===== config.mk =====
export PLATFORM = sky130hd
export DESIGN_NAME = mandelbrot_iter
export DESIGN_NICKNAME = d
export VERILOG_FILES = /design/src/rtl/mandelbrot_iter.sv
export SDC_FILE = /design/constraint.sdc
export NUM_CORES = 2
export LEC_CHECK = 0
export CORE_MARGIN = 2
export CORE_UTILIZATION = 39
export CTS_CLUSTER_SIZE = 30
export DETAILED_ROUTE_END_ITERATION = 10
export HOLD_SLACK_MARGIN = 0.06
export MAX_ROUTING_LAYER = met4
export PLACE_DENSITY = 0.51
export SYNTH_ARGS = -nofsm -noshare
export SYNTH_HDL_FRONTEND = slang
export SYNTH_SLANG_ARGS = --single-unit

===== constraint.sdc =====
create_clock -name i_clk -period 6.1 [get_ports i_clk]
set_input_delay 1.22 -clock i_clk [delete_from_list [all_inputs] [get_ports i_clk]]
set_output_delay 1.22 -clock i_clk [all_outputs]
set_load 0.02 [all_outputs]

===== src/rtl/mandelbrot_iter.sv =====
// One Mandelbrot iteration z <- z^2 + c as a fixed 3-cycle pipeline with video syncs carried alongside.
// Define MANDELBROT_SAT_EN to saturate the new z; otherwise it wraps modulo 2^W.
module mandelbrot_iter #(
    parameter int W        = 16,
    parameter int FRAC     = 12,
    parameter int CNT_W    = 8,
    parameter int MAX_ITER = 255,
    parameter int ESC_R2   = 4 << FRAC
) (
    input  logic                 i_clk,
    input  logic                 i_rstn,
    input  logic                 i_de,
    input  logic                 i_vs,
    input  logic                 i_hs,
    input  logic signed [W-1:0]  i_x,
    input  logic signed [W-1:0]  i_y,
    input  logic signed [W-1:0]  i_cx,
    input  logic signed [W-1:0]  i_cy,
    input  logic [CNT_W-1:0]     i_cnt,
    input  logic                 i_done,
    output logic                 o_de,
    output logic                 o_vs,
    output logic                 o_hs,
    output logic signed [W-1:0]  o_x,
    output logic signed [W-1:0]  o_y,
    output logic signed [W-1:0]  o_cx,
    output logic signed [W-1:0]  o_cy,
    output logic [CNT_W-1:0]     o_cnt,
    output logic                 o_done
);

    localparam int PW = 2 * W;
    localparam int EW = W + 2;
    localparam int CW = W + 3;

    localparam logic signed [EW-1:0] ESC_V = EW'(ESC_R2);
    localparam logic [CNT_W:0]       MAX_V = (CNT_W + 1)'(MAX_ITER);

    // ------------------------------------------------------------------
    // Stage 0: full-width products and the carried pixel fields
    // ------------------------------------------------------------------
    logic signed [PW-1:0] x_ext;
    logic signed [PW-1:0] y_ext;

    assign x_ext = {{W{i_x[W-1]}}, i_x};
    assign y_ext = {{W{i_y[W-1]}}, i_y};

    logic signed [PW-1:0] s0_xx_q, s0_yy_q, s0_xy_q;
    logic signed [W-1:0]  s0_x_q, s0_y_q, s0_cx_q, s0_cy_q;
    logic [CNT_W-1:0]     s0_cnt_q;
    logic                 s0_done_q;
    logic [2:0]           s0_sync_q;

    always_ff @(posedge i_clk or negedge i_rstn) begin
        if (!i_rstn) begin
            s0_xx_q   <= '0;
            s0_yy_q   <= '0;
            s0_xy_q   <= '0;
            s0_x_q    <= '0;
            s0_y_q    <= '0;
            s0_cx_q   <= '0;
            s0_cy_q   <= '0;
            s0_cnt_q  <= '0;
            s0_done_q <= 1'b0;
            s0_sync_q <= '0;
        end else begin
            s0_xx_q   <= x_ext * x_ext;
            s0_yy_q   <= y_ext * y_ext;
            s0_xy_q   <= x_ext * y_ext;
            s0_x_q    <= i_x;
            s0_y_q    <= i_y;
            s0_cx_q   <= i_cx;
            s0_cy_q   <= i_cy;
            s0_cnt_q  <= i_cnt;
            s0_done_q <= i_done;
            s0_sync_q <= {i_de, i_vs, i_hs};
        end
    end

    // ------------------------------------------------------------------
    // Stage 1: rescale, overflow flag, sums at W+2 bits
    // ------------------------------------------------------------------
    function automatic logic fits_w(input logic signed [PW-1:0] v);
        // Representable in W signed bits when the top bits are all sign copies.
        return (&v[PW-1:W-1]) | ~(|v[PW-1:W-1]);
    endfunction

    logic signed [PW-1:0] xx_sh, yy_sh, xy_sh;
    logic signed [W-1:0]  xx_t, yy_t, xy_t;
    logic signed [EW-1:0] diff_d, twoxy_d, mag2_d;
    logic                 ovf_d;

    always_comb begin
        xx_sh   = s0_xx_q >>> FRAC;
        yy_sh   = s0_yy_q >>> FRAC;
        xy_sh   = s0_xy_q >>> FRAC;
        ovf_d   = ~(fits_w(xx_sh) & fits_w(yy_sh) & fits_w(xy_sh));
        xx_t    = xx_sh[W-1:0];
        yy_t    = yy_sh[W-1:0];
        xy_t    = xy_sh[W-1:0];
        diff_d  = {{2{xx_t[W-1]}}, xx_t} - {{2{yy_t[W-1]}}, yy_t};
        twoxy_d = {xy_t[W-1], xy_t, 1'b0};
        mag2_d  = {{2{xx_t[W-1]}}, xx_t} + {{2{yy_t[W-1]}}, yy_t};
    end

    logic signed [EW-1:0] s1_diff_q, s1_twoxy_q, s1_mag2_q;
    logic                 s1_ovf_q;
    logic signed [W-1:0]  s1_x_q, s1_y_q, s1_cx_q, s1_cy_q;
    logic [CNT_W-1:0]     s1_cnt_q;
    logic                 s1_done_q;
    logic [2:0]           s1_sync_q;

    always_ff @(posedge i_clk or negedge i_rstn) begin
        if (!i_rstn) begin
            s1_diff_q  <= '0;
            s1_twoxy_q <= '0;
            s1_mag2_q  <= '0;
            s1_ovf_q   <= 1'b0;
            s1_x_q     <= '0;
            s1_y_q     <= '0;
            s1_cx_q    <= '0;
            s1_cy_q    <= '0;
            s1_cnt_q   <= '0;
            s1_done_q  <= 1'b0;
            s1_sync_q  <= '0;
        end else begin
            s1_diff_q  <= diff_d;
            s1_twoxy_q <= twoxy_d;
            s1_mag2_q  <= mag2_d;
            s1_ovf_q   <= ovf_d;
            s1_x_q     <= s0_x_q;
            s1_y_q     <= s0_y_q;
            s1_cx_q    <= s0_cx_q;
            s1_cy_q    <= s0_cy_q;
            s1_cnt_q   <= s0_cnt_q;
            s1_done_q  <= s0_done_q;
            s1_sync_q  <= s0_sync_q;
        end
    end

    // ------------------------------------------------------------------
    // Stage 2: candidate z, escape test and output selection
    // ------------------------------------------------------------------
`ifdef MANDELBROT_SAT_EN
    localparam logic signed [CW-1:0] ZMAX = {4'b0000, {(W-1){1'b1}}};
    localparam logic signed [CW-1:0] ZMIN = {4'b1111, {(W-1){1'b0}}};

    function automatic logic signed [W-1:0] reduce_z(input logic signed [CW-1:0] v);
        if (v > ZMAX) begin
            return ZMAX[W-1:0];
        end else if (v < ZMIN) begin
            return ZMIN[W-1:0];
        end
        return v[W-1:0];
    endfunction
`else
    function automatic logic signed [W-1:0] reduce_z(input logic signed [CW-1:0] v);
        return v[W-1:0];
    endfunction
`endif

    logic signed [CW-1:0] nx_full, ny_full;
    logic                 escape;
    logic                 at_limit;
    logic [CNT_W:0]       cnt_inc;
    logic signed [W-1:0]  x_d, y_d;
    logic [CNT_W-1:0]     cnt_d;
    logic                 done_d;

    always_comb begin
        nx_full  = {s1_diff_q[EW-1], s1_diff_q} + {{3{s1_cx_q[W-1]}}, s1_cx_q};
        ny_full  = {s1_twoxy_q[EW-1], s1_twoxy_q} + {{3{s1_cy_q[W-1]}}, s1_cy_q};
        escape   = s1_ovf_q | (s1_mag2_q > ESC_V);
        at_limit = ({1'b0, s1_cnt_q} >= MAX_V);
        cnt_inc  = {1'b0, s1_cnt_q} + (CNT_W + 1)'(1);
        // Finished, limited or escaped pixels keep z and count frozen.
        x_d      = s1_x_q;
        y_d      = s1_y_q;
        cnt_d    = s1_cnt_q;
        done_d   = 1'b1;
        if (!s1_done_q && !at_limit && !escape) begin
            x_d    = reduce_z(nx_full);
            y_d    = reduce_z(ny_full);
            cnt_d  = cnt_inc[CNT_W-1:0];
            done_d = (cnt_inc == MAX_V);
        end
    end

    logic signed [W-1:0] out_x_q, out_y_q, out_cx_q, out_cy_q;
    logic [CNT_W-1:0]    out_cnt_q;
    logic                out_done_q;
    logic [2:0]          out_sync_q;

    always_ff @(posedge i_clk or negedge i_rstn) begin
        if (!i_rstn) begin
            out_x_q    <= '0;
            out_y_q    <= '0;
            out_cx_q   <= '0;
            out_cy_q   <= '0;
            out_cnt_q  <= '0;
            out_done_q <= 1'b0;
            out_sync_q <= '0;
        end else begin
            out_x_q    <= x_d;
            out_y_q    <= y_d;
            out_cx_q   <= s1_cx_q;
            out_cy_q   <= s1_cy_q;
            out_cnt_q  <= cnt_d;
            out_done_q <= done_d;
            out_sync_q <= s1_sync_q;
        end
    end

    assign o_de   = out_sync_q[2];
    assign o_vs   = out_sync_q[1];
    assign o_hs   = out_sync_q[0];
    assign o_x    = out_x_q;
    assign o_y    = out_y_q;
    assign o_cx   = out_cx_q;
    assign o_cy   = out_cy_q;
    assign o_cnt  = out_cnt_q;
    assign o_done = out_done_q;

endmodule


==> metrics.md <==
| Metric | Value |
|---|---|
| Status | `finished, violations left` |
| Failing checks | `negative setup slack` |
| Total CTS buffers | `38` |
| Post-layout utilization of the core | `between 50% and 60%` |
| PortBufs | `roughly 150` |
| CORE AREA | `~97000 µm²` |
| Fmax achieved | `between 150 and 200 MHz` |
| Fin. max-slew vios | `0` |
| Setup WS post-layout | `-342 ps` |
| Top layer in use | `met4` |
| Routability Congestion | `around 0.86` |
| Max-Cap Viols | `0` |
| Root Buffer | `clkbuf_16` |
| Drt pass-1 iters | `5` |
| Slew headroom | `between 20% and 30%` |
| Wl on met1 | `approximately 43 mm` |
| Total track usage | `about a fifth` |
| CP Launch Type | `input port` |
| Final Setup Violations | `28` |
| Final Hold Viols | `0` |
| Seq/Total Area, Yosys | `approximately 22%` |
| Worst min-delay path class | `reg2reg` |
| Largest net degree at the start of global routing | `122` |
| Yosys top cell by area | `fa_1` |
| RSZ-0062 raised after global routing | `true` |
| Post-CTS Hold Fix Bufs | `0` |
| Via count | `26511` |
| Clock latency on the worst-skew pair | `around 600 ps` |
| Yosys reg bits | `336` |
| Initial Util | `39.4%` |
| Die Span X | `316 µm` |
| Main synth FF type | `dfrtp_1` |
| # IOs | `around 150` |
| Syn nets | `between 4000 and 5000` |
| Routed WL | `just under 100 mm` |
| WHS Path Cells | `0` |
| Vias in the first global route | `about 28000` |
| Kind of critical path | `in2reg` |
| CTS tree | `built` |
| Area grow syn2layout | `32.3%` |
| Num rows | `around 110` |
| Final Cycle Share | `106%` |
| Path depth of the worst reg2reg path | `12` |
| Mapped Area | `~38000 µm²` |
| DR iter-0 viols | `1308` |
| Average wire per standard cell | `16.8 µm` |
| Final HPWL DP | `75.9 mm` |
| ANT nets after route | `0` |
| Syn. warnings | `0` |
| WP data arrival | `roughly 7000 ps` |
| Slew @ Worst Pin | `~1100 ps` |
| Clock transition at the registers of the reported paths | `about 60 ps` |
| Met2 wire length | `roughly 47 mm` |
| Worst Skew | `slightly above 40 ps` |
| First-pass GRT wire length | `about 150 mm` |
| DRC | `0` |
| Placement Setup Slack | `-1560 ps` |
| Area occupied by multi-input gates | `around 27000 µm²` |
| CP Max Fanout | `8` |
| Register area | `between 8000 and 9000 µm²` |
| Final Net Count | `5619` |
| Vias/cell | `about 4.6` |
| Syn avg cell area | `around 10 µm²` |
| Filler Cell Count | `around 8900` |
| Clock Sinks | `between 300 and 400` |
| Die area | `100000 µm²` |
| Met3 WL | `4.13 mm` |
| Worst path required time | `roughly 6600 ps` |
| Chip height | `316 µm` |
| Top post-synthesis cells by area | `fa_1, dfrtp_1, ha_1` |
| Fraction of registers with async set/reset | `between 90% and 100%` |
| Max Root-Sink Buffers | `3` |
| H-tree Lvls | `2` |
| Antenna violations before repair | `1` |
| Endpoint type of the worst setup path | `flip-flop` |
| Post-synth cell types | `73` |
| Layout cells sized above 1 | `26.3%` |
| GRT overflow | `0` |
| Synth top area share | `approximately two fifths` |
| Post-synth EDFFs | `0` |
| Fin crit period | `approximately 6400 ps` |
| Mapped Cells | `3705` |
[path summary, 6_finish.rpt]
path / from / end / slack, ps
setup / recovery: i_x[12] / s0_xx_q[31] / -340
hold / removal: s0_xy_q[24] / s1_twoxy_q[13] / 340
setup reg to reg: s0_yy_q[14] / s1_diff_q[14] / 2430
hold reg to reg: s0_xy_q[24] / s1_twoxy_q[13] / 340
max in group asynchronous: i_rstn / s1_y_q[15] / 4190
min in group asynchronous: i_rstn / o_cx[2] / 620
[flip-flops by register name, indices dropped and copies added, names as in the netlist, 8 cells and up]
| register | count |
|---|---|
| s0_cy_q | 16 |
| s1_twoxy_q | 15 |
| o_x | 16 |
| s0_xx_q | 20 |
| s0_x_q | 16 |
| s1_cnt_q | 8 |
| o_cx | 16 |
| s1_cx_q | 16 |
| s1_cy_q | 16 |
| s1_diff_q | 15 |
| o_cy | 16 |
| s0_cx_q | 16 |
| s0_y_q | 16 |
| s0_yy_q | 20 |
| s1_mag2_q | 17 |
| s1_x_q | 16 |
| s0_xy_q | 20 |
| o_y | 16 |
| s1_y_q | 16 |
| o_cnt | 8 |
| s0_cnt_q | 8 |
[what timing repair did]
action,4_1_cts,5_1_grt
pin swaps,162,200
cloned,5,7
buffers inserted,119,76
endpoints found under the hold margin,0,0
endpoints found under the setup margin,55,52
gates resized for setup,329,291
[cells by family (layout without fill, tap and decap cells)]
kind of cell / after synthesis / count (layout) / synth area share (%)
compound gates: 287 / 287 / 4.92
xor+xnor: 154 / 154 / 3.54
fa+ha+maj: 1053 / 1053 / 49.0
buf+inv: 1076 / 1889 / 10.6
flops: 336 / 336 / 22.1
mux: 4 / 4 / 0.108
other cells: 0 / 1 / 0
simple gates: 795 / 795 / 9.71
[per-layer routing]
metal | global-route usage (%) | up-vias
li1 | - | 12526
met1 | 28.0 | 13430
met2 | 33.0 | 448
met3 | 2.43 | 107
met4 | 4.70 | 0
met5 | - | -
[critical path: stages]
cell,delay [ps]
buf_4,150
buf_12,160
buf_4,160
nand2_1,90
fa_1,480
inv_1,50
fa_1,480
fa_1,570
fa_1,450
fa_1,510
inv_1,50
fa_1,490
inv_2,50
ha_4,270
and3_4,170
nand4_1,180
or3_4,400
o21ai_4,200
o211a_1,250
o21ai_2,70
a211o_1,290
xnor2_2,140
[synth_stat cells (5+ instances only)]
| library cell | n |
|---|---|
| xnor2_1 | 112 |
| nand2b_1 | 14 |
| o21ai_1 | 7 |
| a31oi_1 | 6 |
| a31o_2 | 11 |
| clkbuf_1 | 99 |
| a21oi_1 | 79 |
| and3_1 | 16 |
| o21ai_0 | 61 |
| nor4_1 | 5 |
| and2_1 | 157 |
| ha_1 | 323 |
| dfrtp_1 | 336 |
| or3_1 | 6 |
| xor2_1 | 42 |
| clkinv_1 | 7 |
| o211ai_1 | 8 |
| or2_2 | 8 |
| a21o_1 | 27 |
| nor2_1 | 165 |
| nand2_1 | 338 |
| nand3_1 | 13 |
| a211o_1 | 5 |
| a211oi_1 | 7 |
| o21bai_1 | 17 |
| nor2b_1 | 12 |
| buf_1 | 9 |
| nor3_1 | 30 |
| fa_1 | 730 |
| nand4_1 | 11 |
| inv_1 | 954 |
| buf_2 | 5 |
| o31ai_1 | 7 |
| o21a_1 | 16 |
[layout by cell type (no fill, tap or decap), drive strengths merged, types with 8 or more instances in the layout]
| cell | netlist | final |
|---|---|---|
| o21a | 16 | 16 |
| ha | 323 | 323 |
| clkinv | 7 | 13 |
| inv | 956 | 959 |
| o211ai | 9 | 9 |
| o21ai | 69 | 69 |
| dfrtp | 336 | 336 |
| a211oi | 8 | 8 |
| a31o | 11 | 11 |
| clkbuf | 99 | 60 |
| buf | 14 | 723 |
| nor2 | 165 | 165 |
| o31ai | 8 | 8 |
| and3 | 16 | 16 |
| clkdlybuf4s50 | 0 | 120 |
| and2 | 158 | 158 |
| xor2 | 42 | 42 |
| nor2b | 12 | 12 |
| nand2b | 14 | 14 |
| xnor2 | 112 | 112 |
| or2 | 10 | 10 |
| a21o | 28 | 28 |
| fa | 730 | 730 |
| o21bai | 17 | 17 |
| nand3 | 13 | 13 |
| a21oi | 81 | 81 |
| nor3 | 30 | 30 |
| nand4 | 11 | 11 |
| nand2 | 338 | 338 |
[final cells by class]
class,instances,share of cell area [%]
well taps,1276,3.17
clock inverters,18,0.507
repair buffers,856,16.2
flip-flops and latches,336,16.7
clock buffers,52,2.21
multi-input cells,2293,53.9
inverters,963,7.30
diodes,1,0.00497
[metrics by stage]
stage | area, µm² | cells | setup TNS (ps) | hold WS (ps)
after CTS | 49100 | 5738 | -5590 | 346
after global placement | 45800 | 5549 | -61060 | 331
after floorplan | 39200 | 3705 | -6330 | 331
final | 50400 | 5795 | -5260 | 344
after global routing | 50400 | 5795 | -10410 | 347
after detailed placement | 45800 | 5549 | -62270 | 335
Power is not shown: default switching activity piles up to over one toggle a cycle in this logic, so the estimate is an artifact.
